File: src/rtl/reg_cmd_if.sv
// Button/switch inputs and registered command outputs of the register command front-end.
interface reg_cmd_if;
    logic [3:0] btn;
    logic [7:0] sw;
    logic [3:0] cmd;
    logic [7:0] data_out;
    logic       busy;
    logic [3:0] pending;

    modport master (output btn, sw, input cmd, data_out, busy, pending);
    modport slave  (input btn, sw, output cmd, data_out, busy, pending);
endinterface

File: src/rtl/reg_cmd_ctrl.sv
// Push-button command front-end: per-button sync/debounce/edge detect, pending latch,
// and a fixed-priority arbiter issuing one-hot single-cycle register commands.
module reg_cmd_btn #(
    parameter int DEB_CYCLES = 4
) (
    input  logic clk,
    input  logic rst_n,
    input  logic raw,
    output logic rise
);
    localparam int CW = $clog2(DEB_CYCLES + 1);

    logic [1:0]    sync_q;
    logic          deb, deb_prev;
    logic [CW-1:0] cnt;

    always_ff @(posedge clk or negedge rst_n) begin
        if (!rst_n) begin
            sync_q   <= '0;
            deb      <= 1'b0;
            deb_prev <= 1'b0;
            cnt      <= '0;
        end else begin
            sync_q   <= {sync_q[0], raw};
            deb_prev <= deb;
            if (sync_q[1] == deb) begin
                cnt <= '0;
            end else if (cnt == CW'(DEB_CYCLES - 1)) begin
                // level has disagreed for DEB_CYCLES consecutive cycles: accept it
                deb <= sync_q[1];
                cnt <= '0;
            end else begin
                cnt <= cnt + CW'(1);
            end
        end
    end

    assign rise = deb & ~deb_prev;
endmodule

module reg_cmd_ctrl #(
    parameter int DEB_CYCLES = 4,
    parameter int GAP_CYCLES = 2
) (
    input  logic      clk,
    input  logic      rst_n,
    reg_cmd_if.slave  bus
);
    localparam int NB = 4;
    localparam int GW = (GAP_CYCLES > 0) ? $clog2(GAP_CYCLES + 1) : 1;

    typedef enum logic [1:0] {IDLE, ISSUE, GAP} state_t;

    state_t          state, state_nxt;
    logic [NB-1:0]   rise, grant, pend_q, cmd_q;
    logic [7:0]      data_q;
    logic            busy_q;
    logic [GW-1:0]   gap_cnt;

    for (genvar i = 0; i < NB; i++) begin : g_btn
        reg_cmd_btn #(.DEB_CYCLES(DEB_CYCLES)) u_btn (
            .clk  (clk),
            .rst_n(rst_n),
            .raw  (bus.btn[i]),
            .rise (rise[i])
        );
    end

    // State and registered outputs; cmd is the grant delayed one edge, so it is high
    // exactly during the ISSUE cycle.
    always_ff @(posedge clk or negedge rst_n) begin
        if (!rst_n) begin
            state   <= IDLE;
            pend_q  <= '0;
            cmd_q   <= '0;
            data_q  <= '0;
            busy_q  <= 1'b0;
            gap_cnt <= '0;
        end else begin
            state  <= state_nxt;
            pend_q <= (pend_q & ~grant) | rise;
            cmd_q  <= grant;
            busy_q <= (state_nxt != IDLE);
            if (grant[1])
                data_q <= bus.sw;
            if (state == ISSUE)
                gap_cnt <= GW'(GAP_CYCLES);
            else if (state == GAP)
                gap_cnt <= gap_cnt - GW'(1);
        end
    end

    always_comb begin
        state_nxt = state;
        case (state)
            IDLE:    if (|pend_q) state_nxt = ISSUE;
            ISSUE:   state_nxt = (GAP_CYCLES > 0) ? GAP : IDLE;
            GAP:     if (gap_cnt == GW'(1)) state_nxt = IDLE;
            default: state_nxt = IDLE;
        endcase
    end

    // Fixed priority: clear > load > inc > dec.
    always_comb begin
        grant = '0;
        if (state == IDLE) begin
            if      (pend_q[0]) grant = 4'b0001;
            else if (pend_q[1]) grant = 4'b0010;
            else if (pend_q[2]) grant = 4'b0100;
            else if (pend_q[3]) grant = 4'b1000;
        end
    end

    assign bus.cmd      = cmd_q;
    assign bus.data_out = data_q;
    assign bus.busy     = busy_q;
    assign bus.pending  = pend_q;
endmodule

File: src/flat_wrapper.sv
// flat-port wrapper written by rule: the top's interface ports become plain ports
module reg_cmd_ctrl_flat 
#(
    parameter int DEB_CYCLES = 4,
    parameter int GAP_CYCLES = 2
)
  (clk, rst_n, bus_btn, bus_sw, bus_cmd, bus_data_out, bus_busy, bus_pending);
  reg_cmd_if bus_i ();
  input  logic clk;
  input  logic rst_n;
  input wire logic [$bits(bus_i.btn)-1:0] bus_btn;
  input wire logic [$bits(bus_i.sw)-1:0] bus_sw;
  output wire logic [$bits(bus_i.cmd)-1:0] bus_cmd;
  output wire logic [$bits(bus_i.data_out)-1:0] bus_data_out;
  output wire logic [$bits(bus_i.busy)-1:0] bus_busy;
  output wire logic [$bits(bus_i.pending)-1:0] bus_pending;
  assign bus_i.btn = bus_btn;
  assign bus_i.sw = bus_sw;
  assign bus_cmd = bus_i.cmd;
  assign bus_data_out = bus_i.data_out;
  assign bus_busy = bus_i.busy;
  assign bus_pending = bus_i.pending;
  reg_cmd_ctrl #(.DEB_CYCLES(DEB_CYCLES), .GAP_CYCLES(GAP_CYCLES)) u_core (.clk(clk), .rst_n(rst_n), .bus(bus_i));
endmodule
File: config.mk
export PLATFORM = sky130hd
export DESIGN_NAME = reg_cmd_ctrl_flat
export DESIGN_NICKNAME = d
export VERILOG_FILES = /design/src/rtl/reg_cmd_if.sv /design/src/rtl/reg_cmd_ctrl.sv /design/src/flat_wrapper.sv
export SDC_FILE = /design/constraint.sdc
export NUM_CORES = 1
export LEC_CHECK = 0
export CAP_MARGIN = 20
export CORE_MARGIN = 8
export CORE_UTILIZATION = 45
export DETAILED_ROUTE_END_ITERATION = 10
export PLACE_DENSITY = 0.68
export SYNTH_ARGS = -nofsm -noshare
export SYNTH_HDL_FRONTEND = slang
export SYNTH_SLANG_ARGS = --single-unit
File: constraint.sdc
create_clock -name clk -period 3.88 [get_ports clk]
set_input_delay 0.388 -clock clk [delete_from_list [all_inputs] [get_ports clk]]
set_output_delay 0.388 -clock clk [all_outputs]
set_load 0.02 [all_outputs]
==> impl_metrics.ini, run 1 <==
[sta]
worst_pin_slew_ns = 0.509
finalClockSkew_ns = 0.00718
slew_headroom_pct = 66.0
min_period_ns = 1.83
rsz0062_at_grt = no
setup_viol = 0
fmax_mhz = 548
fin_setup_tns_ns = 0
finalCritPeriodShare_pct = 47.0
finalHoldViolCount = 0
drv_slew = 0

[pwr]
power_mw = 1.72
p_comb_share_pct = 37.7
power_frac_clock_pct = 16.1
switching_power_mw = 0.586
vdd_drop_max_uv = 407
p_int_mw = 1.14
p_sw_share_pct = 34.0
p_leak_nw = 1.03
pwr_density_cell_nw_per_um2 = 763
power_frac_seq_pct = 46.2

[hold_path]
hp-class = register to register
min_to = u_core.g_btn[0].u_btn.sync_q[1]
hold_start = u_core.g_btn[0].u_btn.sync_q[0]
whs_path_depth = 0

[yosys]
yosysUniqueCellTypes = 23
netlist_top_cells_area = dfrtp_1, ha_1, mux2_1
synth_nets = 156
ys_async_sr_fraction_pct = 100
synth_area_um2 = 1800
avgSynthCellArea_um2 = 13.5
yosys.area.top_type = dfrtp_1
synthMostInstantiatedCell = dfrtp_1
synth_cells = 133
synth-main-ff-cell = dfrtp_1
synth_edf_count = 0
yosys_warnings = 0
ys_top_cells_by_count = dfrtp_1, inv_1, ha_1, nand2_1, mux2_1
synth_seq_cells = 49
synth_top_area_share_pct = 68.2
yosysSeqAreaShare_pct = 68.2

[setup_path]
critPathKind = register to register
r2r_slack_ns = 2.05
slowest_delay_ns = 0.46
slowest_stage = mux2_1
required_ns = 4.06
path_cells = inv_1 > ha_1 > nand3b_1 > mux2_1
path_max_fanout = 10
crit_path_start_kind = register
r2r-end = u_core.bus.data_out[6]
critPathCaptureType = register
critPathArrivalTime_ns = 2.00
worst-path-buf-inv = 1
r2r-start = u_core.state[0]
ff2ff_path_depth = 4
path_delay_family = multiplexers

[layout]
seq_area_um2 = 1230
final_layout_size_suffix_gt1_share_pct = 5.81
finalInstanceArea_um2 = 2260
fillers = 336
syn_to_final_growth_pct = 25.7
diodes = 0
multiInputGateArea_um2 = 526
nets = 194

[floorplanning]
die_w_um = 79.2
core_um2 = 3910
rows = 23
dieArea_um2 = 6270
initial_utilization_pct = 45.9
pin_count = 31
fp.dieH_um = 79.2

[global_route]
antenna_found_initial = 0
grt_pass1_wl_um = 5060
grt_pass1_vias = 1124
track_usage_pct = 10.6
overflow = 0
grt_max_degree = 50

[detailed_routing]
drc = 0
via_count = 1080
drt_first_pass_iters = 2
first_iter_violations = 46
finalWirelength_um = 2950
wl_met2_um = 1420
wl_met3_um = 256
top_layer = met4
drt-met1-wl_um = 1220
post_drt_wl_per_cell_um = 13.3
viasPerCell = 4.86
drt.antenna.violating_nets = 0

[flow_run]
cap_violations = 0

[clock_tree]
h-tree-depth = 2
cts_tree = yes
cts_num_sinks = 49
clkTransAtPathRegs_ns = 0.08
clk_latency_ns = 0.30
ctsResizeCount = 0
cts_buffer_depth = 2
cts_setup_buffers = 0
numCtsBuffers = 5
ctsRootBufferMaster = clkbuf_8

[place]
placed_cell_area_um2 = 2150
dp_hpwl_um = 2220
portBuffers = 30
gp_congestion = 0.804

[outcome]
status = finished clean
## layer usage
metal	vias to the layer above	global-route usage, %
met4	0	6.85
li1	519	-
met3	5	5.76
met2	28	16.0
met1	528	11.3
met5	-	0
## worst max path at each step
| stage | startpoint | endpoint | slack, ns | cells after the start |
|---|---|---|---|---|
| detailed placement | u_core.state[0] | u_core.bus.data_out[6] | 2.04 | 4 |
| global placement | u_core.state[0] | u_core.bus.data_out[2] | 2.17 | 4 |
| finish | u_core.state[0] | u_core.bus.data_out[6] | 2.05 | 4 |
| CTS | u_core.state[0] | u_core.bus.data_out[6] | 2.01 | 4 |
| global route | u_core.state[0] | u_core.bus.data_out[6] | 1.89 | 4 |
| floorplan | u_core.state[0] | u_core.bus.data_out[0] | 2.41 | 5 |
## registers in the layout, summed over array words and instances, names as in the netlist
signal                       count
u_core.g_btn.u_btn.deb           4
u_core.g_btn.u_btn.cnt          12
u_core.state                     2
u_core.bus.busy                  1
u_core.bus.pending               4
u_core.g_btn.u_btn.sync_q        8
u_core.gap_cnt                   2
u_core.g_btn.u_btn.deb_prev      4
u_core.bus.cmd                   4
u_core.bus.data_out              8
## area by class of cell
type / instances / area share [%]
Clock buffer: 8 / 3.54
Inverter: 11 / 1.83
Multi-Input combinational cell: 72 / 23.2
Sequential cell: 49 / 54.2
Tap cell: 50 / 2.77
Timing Repair Buffer: 32 / 14.4
## cells in the final DEF, fill, tap and decap left out, types with 2 or more instances in the layout
cell type,Yosys,routed
mux2_1,8,8
dfrtp_1,49,49
ha_1,9,9
nor2b_1,7,7
nor3b_1,7,7
o21ai_0,4,4
nand3_1,2,2
nor3_1,5,5
clkdlybuf4s50_1,0,29
inv_1,10,10
clkbuf_8,0,5
nor2_1,3,3
clkbuf_1,0,3
o21ai_1,6,6
nand2_1,9,9
xnor2_1,4,4
## power by group through the flow
stage	Clock (mW)	Combinational [mW]	Sequential, mW
global route	0.313	0.731	0.822
detailed placement	0	0.660	0.811
CTS	0.291	0.663	0.800
finish	0.278	0.650	0.797
global placement	0	0.630	0.802
floorplan	0	0.293	0.894
## per-stage QoR
stage	util (%)	instances	setup WS, ns	hold slack (ns)
5_1_grt	57.8	222	1.89	0.364
6_report	57.8	222	2.05	0.353
3_3_place_gp	55.0	212	2.17	0.334
3_5_place_dp	55.0	212	2.04	0.336
4_1_cts	57.0	220	2.01	0.299
2_1_floorplan	-	133	2.41	0.0924
## kinds of logic after synthesis
family | after synthesis | synth area share [%]
AO/OA/AOI/OAI | 13 | 3.90
XOR/XNOR | 4 | 1.95
adder cells (fa/ha/maj) | 9 | 6.26
buffers and inverters | 12 | 2.57
flip-flops | 49 | 68.2
multiplexers | 9 | 5.64
AND/OR/NAND/NOR | 37 | 11.5
## what timing repair did
action | in CTS | in global routing
setup endpoints to repair | 0 | 0
hold buffers | 0 | 1
endpoints found under the hold margin | 0 | 5
## worst reg2reg max path, cell delays in order (launching register included)
cell and delay [ns]:
dfrtp_1 0.45, inv_1 0.14, ha_1 0.26, nand3b_1 0.40, mux2_1 0.46
(Power assumes the default switching activity.)
==> run 2, diff against run 1 <==
==> constraint.sdc (replaced) <==
create_clock -name clk -period 1.75 [get_ports clk]
set_input_delay 0.175 -clock clk [delete_from_list [all_inputs] [get_ports clk]]
set_output_delay 0.175 -clock clk [all_outputs]
set_load 0.02 [all_outputs]
==> run 2 against run 1 <==
  * Critical path depth increased by 1
  * Clock power increased to 3.0 times the previous value
  * Design area increased by 1.9%
  * Sequential share of layout area decreased by 1.0 points
  * First-iteration DRC count increased by 6.5%
  * Clock skew increased by 0.0021 ns
  * Largest cell class unchanged
  * Largest power group unchanged
==> impl_metrics.ini, run 2 (synthesis gave the netlist of run 1 again) <==
[floorplanning]
core_um2 = 3910
initial_utilization_pct = 45.9
rows = 23
fp.dieH_um = 79.2
dieArea_um2 = 6270
die_w_um = 79.2
pin_count = 31

[detailed_routing]
via_count = 1076
viasPerCell = 4.80
post_drt_wl_per_cell_um = 13.4
drc = 0
drt.antenna.violating_nets = 0
first_iter_violations = 49
finalWirelength_um = 3010
drt_first_pass_iters = 4

[hold_path]
min_to = u_core.g_btn[0].u_btn.sync_q[0]
hold_start = bus_btn[0]
whs_path_depth = 1
hp-class = input port to register

[sta]
drv_slew = 0
timing.hold.ws_ns = 0.312
finalCritPeriodShare_pct = 91.2
setup_ws_ns = 0.154
finalHoldViolCount = 0
setup_viol = 0
finalClockSkew_ns = 0.00932
fmax_mhz = 627
slew_headroom_pct = 68.4
rsz0062_at_grt = no
worst_pin_slew_ns = 0.473
min_period_ns = 1.60
fin_setup_tns_ns = 0

[setup_path]
critPathCaptureType = register
required_ns = 1.93
r2r-end = u_core.bus.data_out[2]
ff2ff_path_depth = 5
critPathKind = register to register
r2r_slack_ns = 0.15
critPathArrivalTime_ns = 1.78
crit_path_start_kind = register
path_max_fanout = 10
r2r-start = u_core.state[0]

[layout]
finalCoreUtilization_pct = 58.9
fillers = 327
nets = 196
top_register = u_core.g_btn.u_btn.cnt
finalInstanceArea_um2 = 2300
layout_common_cells = dfrtp_1, clkdlybuf4s50_1, inv_1, nand2_1, ha_1
largest_reg_flops = 12
diodes = 0
final_common_cell = dfrtp_1
syn_to_final_growth_pct = 28.1
final_layout_size_suffix_gt1_share_pct = 8.62
finalNonFillerCells = 224

[clock_tree]
ctsResizeCount = 0
cts_tree = yes
clkTransAtPathRegs_ns = 0.09
numCtsBuffers = 5
cts_setup_buffers = 0
cts_hold_buf = 1
clk_latency_ns = 0.30
ctsRootBufferMaster = clkbuf_8
cts_num_sinks = 49
cts_buffer_depth = 2
h-tree-depth = 2

[outcome]
status = finished clean

[pwr]
p_leak_nw = 1.06
power_mw = 4.05
pwr_density_cell_nw_per_um2 = 1760
vdd_drop_max_uv = 751

[place]
place_ws_ns = 0.142
dp_hpwl_um = 2340
placed_cell_area_um2 = 2170
portBuffers = 30
gp_congestion = 0.795
place_inst = 215

[global_route]
antenna_found_initial = 0
grt_pass1_wl_um = 5150
grt_pass1_vias = 1105
overflow = 0
grt_max_degree = 24
track_usage_pct = 10.6

[flow_run]
cap_violations = 0
## run 2: per-layer routing
metal / global-route usage, % / share of wire (%) / vias up
li1: - / - / 519
met1: 12.2 / 45 / 521
met2: 16.4 / 46 / 30
met3: 5.19 / 7.7 / 6
met4: 4.44 / 1.8 / 0
met5: 0 / 0 / -
## run 2: cell type report
cell class / count / area [um2] / area share (%)
Tap cell: 50 / 62.6 / 2.72
Sequential cell: 49 / 1230 / 53.2
Inverter: 11 / 41.3 / 1.79
Multi-Input combinational cell: 72 / 526 / 22.8
Clock buffer: 6 / 82.6 / 3.59
Clock inverter: 2 / 37.5 / 1.63
Timing Repair Buffer: 34 / 328 / 14.2
## run 2: worst max-delay path by stage
stage / startpoint / end / slack, ns / cells after the start
3_5_place_dp: u_core.state[0] / u_core.bus.data_out[2] / 0.14 / 5
2_1_floorplan: u_core.state[0] / u_core.bus.data_out[0] / 0.28 / 5
6_report: u_core.state[0] / u_core.bus.data_out[2] / 0.15 / 5
5_1_grt: u_core.state[0] / u_core.bus.data_out[2] / 0.08 / 5
3_3_place_gp: u_core.state[0] / u_core.bus.data_out[1] / 0.25 / 5
4_1_cts: u_core.state[0] / u_core.bus.data_out[2] / 0.15 / 5
## run 2: power breakdown
group | switching (mW) | internal [mW] | total [mW] | leakage [nW]
Sequential | 0.243 | 1.53 | 1.77 | 0.604
Combinational | 0.731 | 0.720 | 1.45 | 0.394
Clock | 0.359 | 0.464 | 0.823 | 0.0574
## run 2: critical path, stage by stage (launching register included)
cell and delay (ns):
dfrtp_1 0.45, inv_1 0.11, ha_1 0.27, nand3b_1 0.10, buf_4 0.19, mux2_1 0.35
==> run 3, diff against run 2 <==
--- a/config.mk
+++ b/config.mk
@@ -8,7 +8,9 @@
 export CAP_MARGIN = 20
 export CORE_MARGIN = 8
 export CORE_UTILIZATION = 45
+export CTS_CLUSTER_SIZE = 28
 export DETAILED_ROUTE_END_ITERATION = 10
+export GPL_ROUTABILITY_DRIVEN = 0
 export PLACE_DENSITY = 0.68
 export SYNTH_ARGS = -nofsm -noshare
 export SYNTH_HDL_FRONTEND = slang
==> results of run 3 <==
The final DEF is identical to that of run 2; final timing and power are the same.
